$ cat src/rtl/irq_pkg.sv
// Shared definitions for the per-vector interrupt request scheduler.
// Optional feature macro: IRQ_RETRY_EN (request timeout and retry).
package irq_pkg;

  typedef enum logic [1:0] {
    IRQ_IDLE = 2'd0,
    IRQ_REQ  = 2'd1,
    IRQ_HOLD = 2'd2
  } irq_state_t;

  localparam int unsigned IRQ_HOLDOFF_DEF = 16;
  localparam int unsigned IRQ_TIMEOUT_DEF = 1024;
  localparam int unsigned IRQ_CNT_W_DEF   = 16;

  function automatic int unsigned irq_max(input int unsigned a, input int unsigned b);
    return (a > b) ? a : b;
  endfunction

endpackage

$ cat src/rtl/irq_vec_fsm.sv
// One interrupt vector: edge detect, pending/coalescing, IDLE/REQ/HOLD FSM,
// shared holdoff/timeout counter and acknowledged-interrupt counter.
// Optional feature macro: IRQ_RETRY_EN (re-request after TIMEOUT cycles without ack).
module irq_vec_fsm
  import irq_pkg::*;
#(
  parameter int unsigned HOLDOFF = IRQ_HOLDOFF_DEF,
  parameter int unsigned TIMEOUT = IRQ_TIMEOUT_DEF,
  parameter int unsigned CNT_W   = IRQ_CNT_W_DEF
) (
  input  logic             i_clk,
  input  logic             i_rst_n,
  input  logic             i_irq,
  input  logic             i_usr_ack,
  output logic             o_req,
  output logic             o_irq_ack,
  output logic             o_pending,
  output logic [CNT_W-1:0] o_cnt
);

  // Counter is wide enough for either the holdoff load or the retry timer.
  localparam int unsigned    CW      = $clog2(irq_max(HOLDOFF, TIMEOUT) + 1);
  localparam logic [CW-1:0]  HOLD_LD = CW'(HOLDOFF - 1);
`ifdef IRQ_RETRY_EN
  localparam logic [CW-1:0]  TMO_LAST = CW'(TIMEOUT - 1);
`endif

  irq_state_t       r_state;
  logic             r_irq_d;
  logic             r_pend;
  logic             r_again;
  logic [CW-1:0]    r_cnt;
  logic             r_req;
  logic             r_irq_ack;
  logic [CNT_W-1:0] r_ack_cnt;

  irq_state_t       w_state_nxt;
  logic             w_pend_nxt;
  logic             w_again_nxt;
  logic [CW-1:0]    w_cnt_nxt;
  logic             w_ack_take;
  logic             w_rise;

  assign w_rise = i_irq & ~r_irq_d;

  // Next-state logic; r_again remembers rises seen while a request is already
  // outstanding so they survive the ack that clears the current event.
  always_comb begin
    w_state_nxt = r_state;
    w_pend_nxt  = r_pend | w_rise;
    w_again_nxt = r_again;
    w_cnt_nxt   = r_cnt;
    w_ack_take  = 1'b0;
    case (r_state)
      IRQ_IDLE: begin
        w_again_nxt = 1'b0;
        w_cnt_nxt   = '0;
        if (r_pend | w_rise) begin
          w_state_nxt = IRQ_REQ;
        end
      end
      IRQ_REQ: begin
        if (w_rise) begin
          w_again_nxt = 1'b1;
        end
        if (i_usr_ack) begin
          w_state_nxt = IRQ_HOLD;
          w_cnt_nxt   = HOLD_LD;
          w_pend_nxt  = w_rise | r_again;
          w_again_nxt = 1'b0;
          w_ack_take  = 1'b1;
        end
`ifdef IRQ_RETRY_EN
        else if (r_cnt == TMO_LAST) begin
          w_state_nxt = IRQ_HOLD;
          w_cnt_nxt   = HOLD_LD;
          w_again_nxt = 1'b0;
        end else begin
          w_cnt_nxt = r_cnt + CW'(1);
        end
`endif
      end
      IRQ_HOLD: begin
        if (r_cnt == '0) begin
          w_state_nxt = IRQ_IDLE;
        end else begin
          w_cnt_nxt = r_cnt - CW'(1);
        end
      end
      default: begin
        w_state_nxt = IRQ_IDLE;
      end
    endcase
  end

  // State, registered outputs and ack counter.
  always_ff @(posedge i_clk or negedge i_rst_n) begin
    if (!i_rst_n) begin
      r_state   <= IRQ_IDLE;
      r_irq_d   <= 1'b0;
      r_pend    <= 1'b0;
      r_again   <= 1'b0;
      r_cnt     <= '0;
      r_req     <= 1'b0;
      r_irq_ack <= 1'b0;
      r_ack_cnt <= '0;
    end else begin
      r_state   <= w_state_nxt;
      r_irq_d   <= i_irq;
      r_pend    <= w_pend_nxt;
      r_again   <= w_again_nxt;
      r_cnt     <= w_cnt_nxt;
      r_req     <= (w_state_nxt == IRQ_REQ);
      r_irq_ack <= w_ack_take;
      if (w_ack_take) begin
        r_ack_cnt <= r_ack_cnt + CNT_W'(1);
      end
    end
  end

  assign o_req     = r_req;
  assign o_irq_ack = r_irq_ack;
  assign o_pending = r_pend;
  assign o_cnt     = r_ack_cnt;

endmodule

$ cat src/rtl/irq_req_sched.sv
// Per-vector interrupt request scheduler between the kernel interrupt
// controller and the XDMA user-interrupt port. Vectors are independent.
// Optional feature macro: IRQ_RETRY_EN (request timeout and retry).
module irq_req_sched
  import irq_pkg::*;
#(
  parameter int unsigned NUM_IRQ = 2,
  parameter int unsigned HOLDOFF = IRQ_HOLDOFF_DEF,
  parameter int unsigned TIMEOUT = IRQ_TIMEOUT_DEF,
  parameter int unsigned CNT_W   = IRQ_CNT_W_DEF
) (
  input  logic                     dma_axi_aclk,
  input  logic                     dma_axi_aresetn,
  input  logic [NUM_IRQ-1:0]       irq_in,
  output logic [NUM_IRQ-1:0]       irq_in_ack,
  output logic [NUM_IRQ-1:0]       usr_irq_req,
  input  logic [NUM_IRQ-1:0]       usr_irq_ack,
  output logic [NUM_IRQ-1:0]       irq_pending,
  output logic [NUM_IRQ*CNT_W-1:0] irq_cnt
);

  for (genvar i = 0; i < NUM_IRQ; i++) begin : g_vec
    irq_vec_fsm #(
      .HOLDOFF (HOLDOFF),
      .TIMEOUT (TIMEOUT),
      .CNT_W   (CNT_W)
    ) u_vec (
      .i_clk     (dma_axi_aclk),
      .i_rst_n   (dma_axi_aresetn),
      .i_irq     (irq_in[i]),
      .i_usr_ack (usr_irq_ack[i]),
      .o_req     (usr_irq_req[i]),
      .o_irq_ack (irq_in_ack[i]),
      .o_pending (irq_pending[i]),
      .o_cnt     (irq_cnt[i*CNT_W +: CNT_W])
    );
  end

endmodule

$ cat config.mk
export PLATFORM = sky130hd
export DESIGN_NAME = irq_req_sched
export DESIGN_NICKNAME = d
export VERILOG_FILES = /design/src/rtl/irq_pkg.sv /design/src/rtl/irq_vec_fsm.sv /design/src/rtl/irq_req_sched.sv
export SDC_FILE = /design/constraint.sdc
export NUM_CORES = 1
export LEC_CHECK = 0
export ABC_CLOCK_PERIOD_IN_PS = 2100
export BUFFER_PORTS_ARGS = -buffer_cell sky130_fd_sc_hd__buf_4
export CAP_MARGIN = 20
export CORE_UTILIZATION = 41
export CTS_CLUSTER_DIAMETER = 120
export CTS_CLUSTER_SIZE = 24
export DETAILED_ROUTE_END_ITERATION = 7
export GPL_ROUTABILITY_DRIVEN = 0
export PLACE_DENSITY = 0.71
export REMOVE_ABC_BUFFERS = 1
export SETUP_SLACK_MARGIN = 0.02
export SKIP_LAST_GASP = 1
export SYNTH_ARGS = -nofsm -noshare
export SYNTH_HDL_FRONTEND = slang
export SYNTH_SLANG_ARGS = --single-unit
$ cat constraint.sdc
create_clock -name dma_axi_aclk -period 2.1 [get_ports dma_axi_aclk]
set_clock_uncertainty 0.05 [all_clocks]
set_input_delay 0 -clock dma_axi_aclk [delete_from_list [all_inputs] [get_ports dma_axi_aclk]]
set_output_delay 0 -clock dma_axi_aclk [all_outputs]
set_load 0.01 [all_outputs]
==> flow_summary.toml, run 1 <==
[global_routing]
overflow = 0
grt_pass1_vias = 2821
grt_first_pass_wirelength_um = 12800
grt_start_max_net_pins = 69
grt_usage_pct = 18.2
antenna_found_initial = 0

[clocking]
cts.sinks = 68
cts-buffers-inserted = 9
clock_latency_ns = 0.34
path_clk_slew_ns = 0.07
cts_max_level = 3
clockRootBuffer = "clkbuf_8"
cts_buffer_depth = 2
tritoncts = "done"

[floorplan]
rows = 33
die-area_um2 = 9020
die_y_um = 95.0
die_w_um = 95.0
io_pins = 44
core_area_um2 = 8300
start_util_pct = 42.7

[synth]
synth-edff-count = 0
synth_flop_cell = "dfrtp_1"
synth_top_cell_area_share_pct = 48.0
syn_area_per_cell_um2 = 10.0
synth-seq-cells = 68
synth_area_um2 = 3540
synth_top_area_cell = "dfrtp_1"
synthArstFlopShare_pct = 100
ys_seq_area_share_pct = 48.0
yosysWarnings = 0
yosys-top-cells-area = "dfrtp_1 (48%), xnor2_1 (4.7%), ha_1 (4.2%)"
synth_cell_types = 50
syn-instance-count = 353

[worst_setup_path]
crit_required_ns = 2.32
reg2reg_depth = 6
crit_path_max_fanout = 4
setup.worst_path.class = "flop to flop"
rrSetupSlack_ns = 0.09
crit_arrival_ns = 2.23
critPathCaptureType = "flop"
start_kind = "flop"

[status]
status = "completed"

[pwr]
p_leak_uw = 0.00203
p_per_area_nw_per_um2 = 1300
switchingPower_uw = 2190
switching_share_pct = 39.1
power_frac_comb_pct = 45.8
internal_power_uw = 3410
vdd_drop_max_uv = 709
p_seq_share_pct = 34.1
total_power_uw = 5600
clkPwrFrac_pct = 20.1

[min_path]
min_path_type = "input port to flop"
hold_path_depth = 3

[sta]
post-route-min-period_ns = 2.01
fin_hold_ws_ns = 0.0103
tightest_slew_ns = 0.852
finalSetupViolations = 0
timing.slew.headroom_pct = 43.2
finalSetupTns_ns = 0
finalHoldViolations = 0
rsz0062_at_grt = "true"
max_freq_ghz = 0.497
period_share_pct = 95.9
slew_violations = 0

[drt]
viasPerCell = 5.55
drt_iter0_drc = 142
vias = 2888
first_pass_iters = 4
routedWlPerCell_um = 14.9
wl_um = 7750
route.antenna.remaining_nets = 0
drc = 0

[placement]
hpwl_um = 5380
port_buffers = 43

[final_layout]
fin_util_pct = 52.1
antennaDiodeCount = 0
syn2layout_area_growth_pct = 22.1
fin_nets = 428
drive_gt1_share_pct = 25.1

[job]
cap_violations = 0
[area by class of cell]
type	count	area, um2
fillers	753	3970
multi-input cells	253	1750
flip-flops and latches	68	1700
repair buffers	62	473
clock buffers	11	151
well taps	105	131
inverters	16	60.1
clock inverters	5	58.8
[registers in the layout, summed over array words and instances, names as in the netlist]
register and flops:
g_vec.u_vec.o_pending 2, g_vec.u_vec.o_req 2, g_vec.u_vec.o_cnt 32, g_vec.u_vec.r_again 2, g_vec.u_vec.r_cnt 22, g_vec.u_vec.r_state 4
g_vec.u_vec.r_irq_d 2, g_vec.u_vec.o_irq_ack 2
[placed cells by master (no fill, tap or decap), drive strengths merged, types with 8 or more instances in the layout]
master  count
inv        17
xor2       11
nor2b      10
nor3       12
nand3      13
o21ai      13
o31ai       8
nor2       25
nand4      10
dfrtp      68
xnor2      19
buf        59
ha         12
nand2      24
a21oi      20
clkbuf     11
[power groups by stage]
stage / sequential, uW / combinational, uW / clock (uW)
detailed placement: 1920 / 2420 / 0
finish: 1910 / 2570 / 1130
CTS: 1900 / 2450 / 1160
floorplan: 1940 / 1540 / 0
global route: 1960 / 2850 / 1220
global placement: 1920 / 2340 / 0
[critical path, cell delays in order (launching register included)]
cell and delay (ns):
dfrtp_1 0.42, inv_2 0.11, ha_4 0.15, or3b_4 0.42, nor3_4 0.19, or4b_1 0.45, a21oi_1 0.16
[cells in the mapped netlist (7+ instances only)]
cell,number
nor2_1,25
xnor2_1,19
nand3_1,13
o31ai_1,8
buf_4,10
nand4_1,10
nor3_1,12
inv_1,16
nor2b_1,10
nand2_1,24
dfrtp_1,68
ha_1,12
a21oi_1,19
and3_1,7
o21ai_0,13
xor2_1,11
[cell families (layout without fill, tap and decap cells)]
kind of cell             Yosys count  in the layout  share of synthesized area, %
flip-flops                        68             68                          48.0
XOR/XNOR                          30             30                          7.41
buffers and inverters             32             94                          4.55
adder cells (fa/ha/maj)           12             12                          4.24
multiplexers                       2              2                         0.635
AND/OR/NAND/NOR                  140            140                          22.4
AO/OA/AOI/OAI                     69             69                          12.8
[repair_timing]
item                                    in CTS  in global routing
gates resized for setup                      1                 13
endpoints found under the setup margin       3                 19
endpoints found under the hold margin       72                  0
hold buffers                                 3                  0
buffers inserted                             0                  1
[routing by layer]
| layer | track usage, % | part of all wire (%) | vias to the layer above |
|---|---|---|---|
| met5 | 0 | 0 | - |
| met3 | 5.31 | 4.5 | 13 |
| li1 | - | - | 1380 |
| met2 | 29.8 | 50 | 78 |
| met1 | 22.6 | 45 | 1417 |
| met4 | 7.20 | 1.4 | 0 |
[metrics by stage]
step	setup slack (ns)	instances	instance area, um2
2_1_floorplan	0.0629	337	3440
3_3_place_gp	0.0977	500	4010
3_5_place_dp	-0.00893	500	4010
4_1_cts	-0.00382	519	4260
5_1_grt	0.00783	520	4330
6_report	0.0860	520	4330
[final timing paths]
check,start,end
max,g_vec[1].u_vec.r_cnt[0],g_vec[1].u_vec.r_cnt[6]
min reg2reg,g_vec[0].u_vec.o_cnt[15],g_vec[0].u_vec.o_cnt[15]
max reg2reg,g_vec[1].u_vec.r_cnt[0],g_vec[1].u_vec.r_cnt[6]
min in group asynchronous,dma_axi_aresetn,g_vec[1].u_vec.o_cnt[14]
min,usr_irq_ack[1],g_vec[1].u_vec.r_again
max in group asynchronous,dma_axi_aresetn,g_vec[1].u_vec.r_irq_d
No activity file was read; power rests on OpenSTA's default activity.
==> inputs of run 2 (changes only) <==
CORE_UTILIZATION = 30   (was 41)
PLACE_DENSITY = 0.57   (was 0.71)
==> run 2 against run 1 <==
Sequential share of layout area is 1.0 points lower. Core utilization is 13 points lower. Register-to-register slack better by 0.02 ns. Wire length is 0.63% higher. Clock-buffer cell count is 1 higher. Die area is 36% higher. Hold slack better by 0.015 ns. Global-route usage is 4.9 points lower. Fmax is 1.1% higher. Largest power group unchanged.
==> flow_summary.toml, run 2 (synthesis results as in run 1) <==
[worst_setup_path]
crit_slowest_cell = "or4b_4"
rrSetupSlack_ns = 0.11
r2r-start = "g_vec[1].u_vec.r_cnt[0]"
path_buf_inv = 1
crit_path_max_fanout = 4
start_kind = "flop"
crit_arrival_ns = 2.19
reg2reg_depth = 6
worst-path-stages = 6
critPathCaptureType = "flop"
path_cells = "inv_2 -> ha_4 -> or3b_4 -> nor3_4 -> or4b_4 -> a21oi_2"
rr_endpoint = "g_vec[1].u_vec.r_cnt[6]"
setup.worst_path.class = "flop to flop"
cpPeakStageDelay_ns = 0.48
path_delay_family = "simple AND/OR/NAND/NOR gates"
crit_required_ns = 2.30

[global_routing]
grt_start_max_net_pins = 69
antenna_found_initial = 1
grt_usage_pct = 13.3
overflow = 0
grt_pass1_vias = 2861
grt_first_pass_wirelength_um = 13500

[sta]
finalSetupViolations = 0
slew_violations = 0
finalSetupTns_ns = 0
period_share_pct = 94.9
rsz0062_at_grt = "false"
post-route-min-period_ns = 1.99
tightest_slew_ns = 0.877
max_freq_ghz = 0.502
timing.slew.headroom_pct = 41.6
finalHoldViolations = 0

[clocking]
clockRootBuffer = "clkbuf_16"
cts_max_level = 3
cts.sinks = 68
cts-buffers-inserted = 9
clock_latency_ns = 0.33
path_clk_slew_ns = 0.05
cts_buffer_depth = 2
tritoncts = "done"

[drt]
routedWlPerCell_um = 13.9
viasPerCell = 5.11
route.antenna.remaining_nets = 0
wl_um = 7800
first_pass_iters = 4
drt_iter0_drc = 148
drc = 0
vias = 2859

[pwr]
vdd_drop_max_uv = 653
p_per_area_nw_per_um2 = 1320
p_leak_uw = 0.00205

[final_layout]
largest_register_ffs = 32
fin_nets = 428
finish.instance_area_um2 = 4440
final_cell_mix = "dfrtp_1 (68), buf_4 (59), nor2_1 (25)"
layout_commonest_cell = "dfrtp_1"
drive_gt1_share_pct = 24.8
syn2layout_area_growth_pct = 25.3

[min_path]
min_path_type = "input port to flop"
min_from = "usr_irq_ack[1]"
min_to = "g_vec[1].u_vec.r_again"
hold_path_depth = 3

[floorplan]
core_area_um2 = 11500
rows = 39
io_pins = 44
die-area_um2 = 12300
start_util_pct = 30.9
die_y_um = 111
die_w_um = 111

[placement]
hpwl_um = 5410
dpl-instance-area_um2 = 4060
port_buffers = 43

[status]
status = "completed"

[job]
cap_violations = 0
[run 2: cell types whose count changed in the layout (fill, tap and decap cells not counted), sizes merged]
cell and delta:
clkinv +2, inv -1, bufinv -1, clkbuf +1, diode +1, clkinvlp -1
[run 2: tightest hold or removal path, stage by stage]
cell and delay, ns:
buf_4 0.13, nor2_1 0.10, a22o_1 0.14
[run 2: worst max-delay path by stage]
stage	from	endpoint	slack (ns)
detailed placement	g_vec[1].u_vec.r_cnt[0]	g_vec[1].u_vec.r_cnt[6]	-0.006
global route	g_vec[1].u_vec.r_state[1]	g_vec[1].u_vec.r_cnt[6]	0.03
floorplan	g_vec[1].u_vec.r_state[1]	g_vec[1].u_vec.o_cnt[8]	0.06
CTS	g_vec[1].u_vec.r_cnt[0]	g_vec[1].u_vec.r_cnt[6]	-0.01
finish	g_vec[1].u_vec.r_cnt[0]	g_vec[1].u_vec.r_cnt[6]	0.11
global placement	g_vec[1].u_vec.r_cnt[0]	g_vec[1].u_vec.r_cnt[9]	0.08
[run 2: per-layer routing]
metal / GRT usage [%] / vias up / wire length, um
met5: 0 / - / 0
met4: 4.09 / 0 / 69
met3: 4.10 / 7 / 271
met2: 21.1 / 61 / 3690
met1: 17.4 / 1413 / 3770
li1: - / 1378 / -
[run 2: cell type report]
class,count,area (um2)
inverter,16,60.1
multi-input combinational,253,1760
timing repair buffer,62,473
clock inverter,4,26.3
fill,1138,7030
clock buffer,12,236
sequential,68,1700
tap,143,179
antenna,1,2.50
[run 2: where the power goes]
group | total [uW] | internal [uW] | leakage, uW | switching [uW]
Combinational | 2590 | 1210 | 0.00102 | 1380
Clock | 1350 | 798 | 0.000127 | 555
Sequential | 1920 | 1610 | 0.000905 | 306
[run 2: repair_timing]
action	CTS	global route
hold endpoints to repair	72	0
hold buffers	3	0
setup buffers	0	1
endpoints found under the setup margin	4	23
pin swaps	0	1
gates cloned	0	0
resized for setup	3	15
[run 2: metrics by stage]
stage / std cells / worst slack [ns] / utilization (%) / hold WS, ns / power, uW
2_1_floorplan: 337 / 0.0629 / - / -0.346 / 3480
3_3_place_gp: 538 / 0.0797 / 35.4 / 0.0754 / 4290
3_5_place_dp: 538 / -0.00603 / 35.4 / 0.0800 / 4340
4_1_cts: 557 / -0.0130 / 38.1 / 0.0176 / 5750
5_1_grt: 559 / 0.0272 / 38.7 / 0.0434 / 6270
6_report: 559 / 0.108 / 38.7 / 0.0252 / 5860
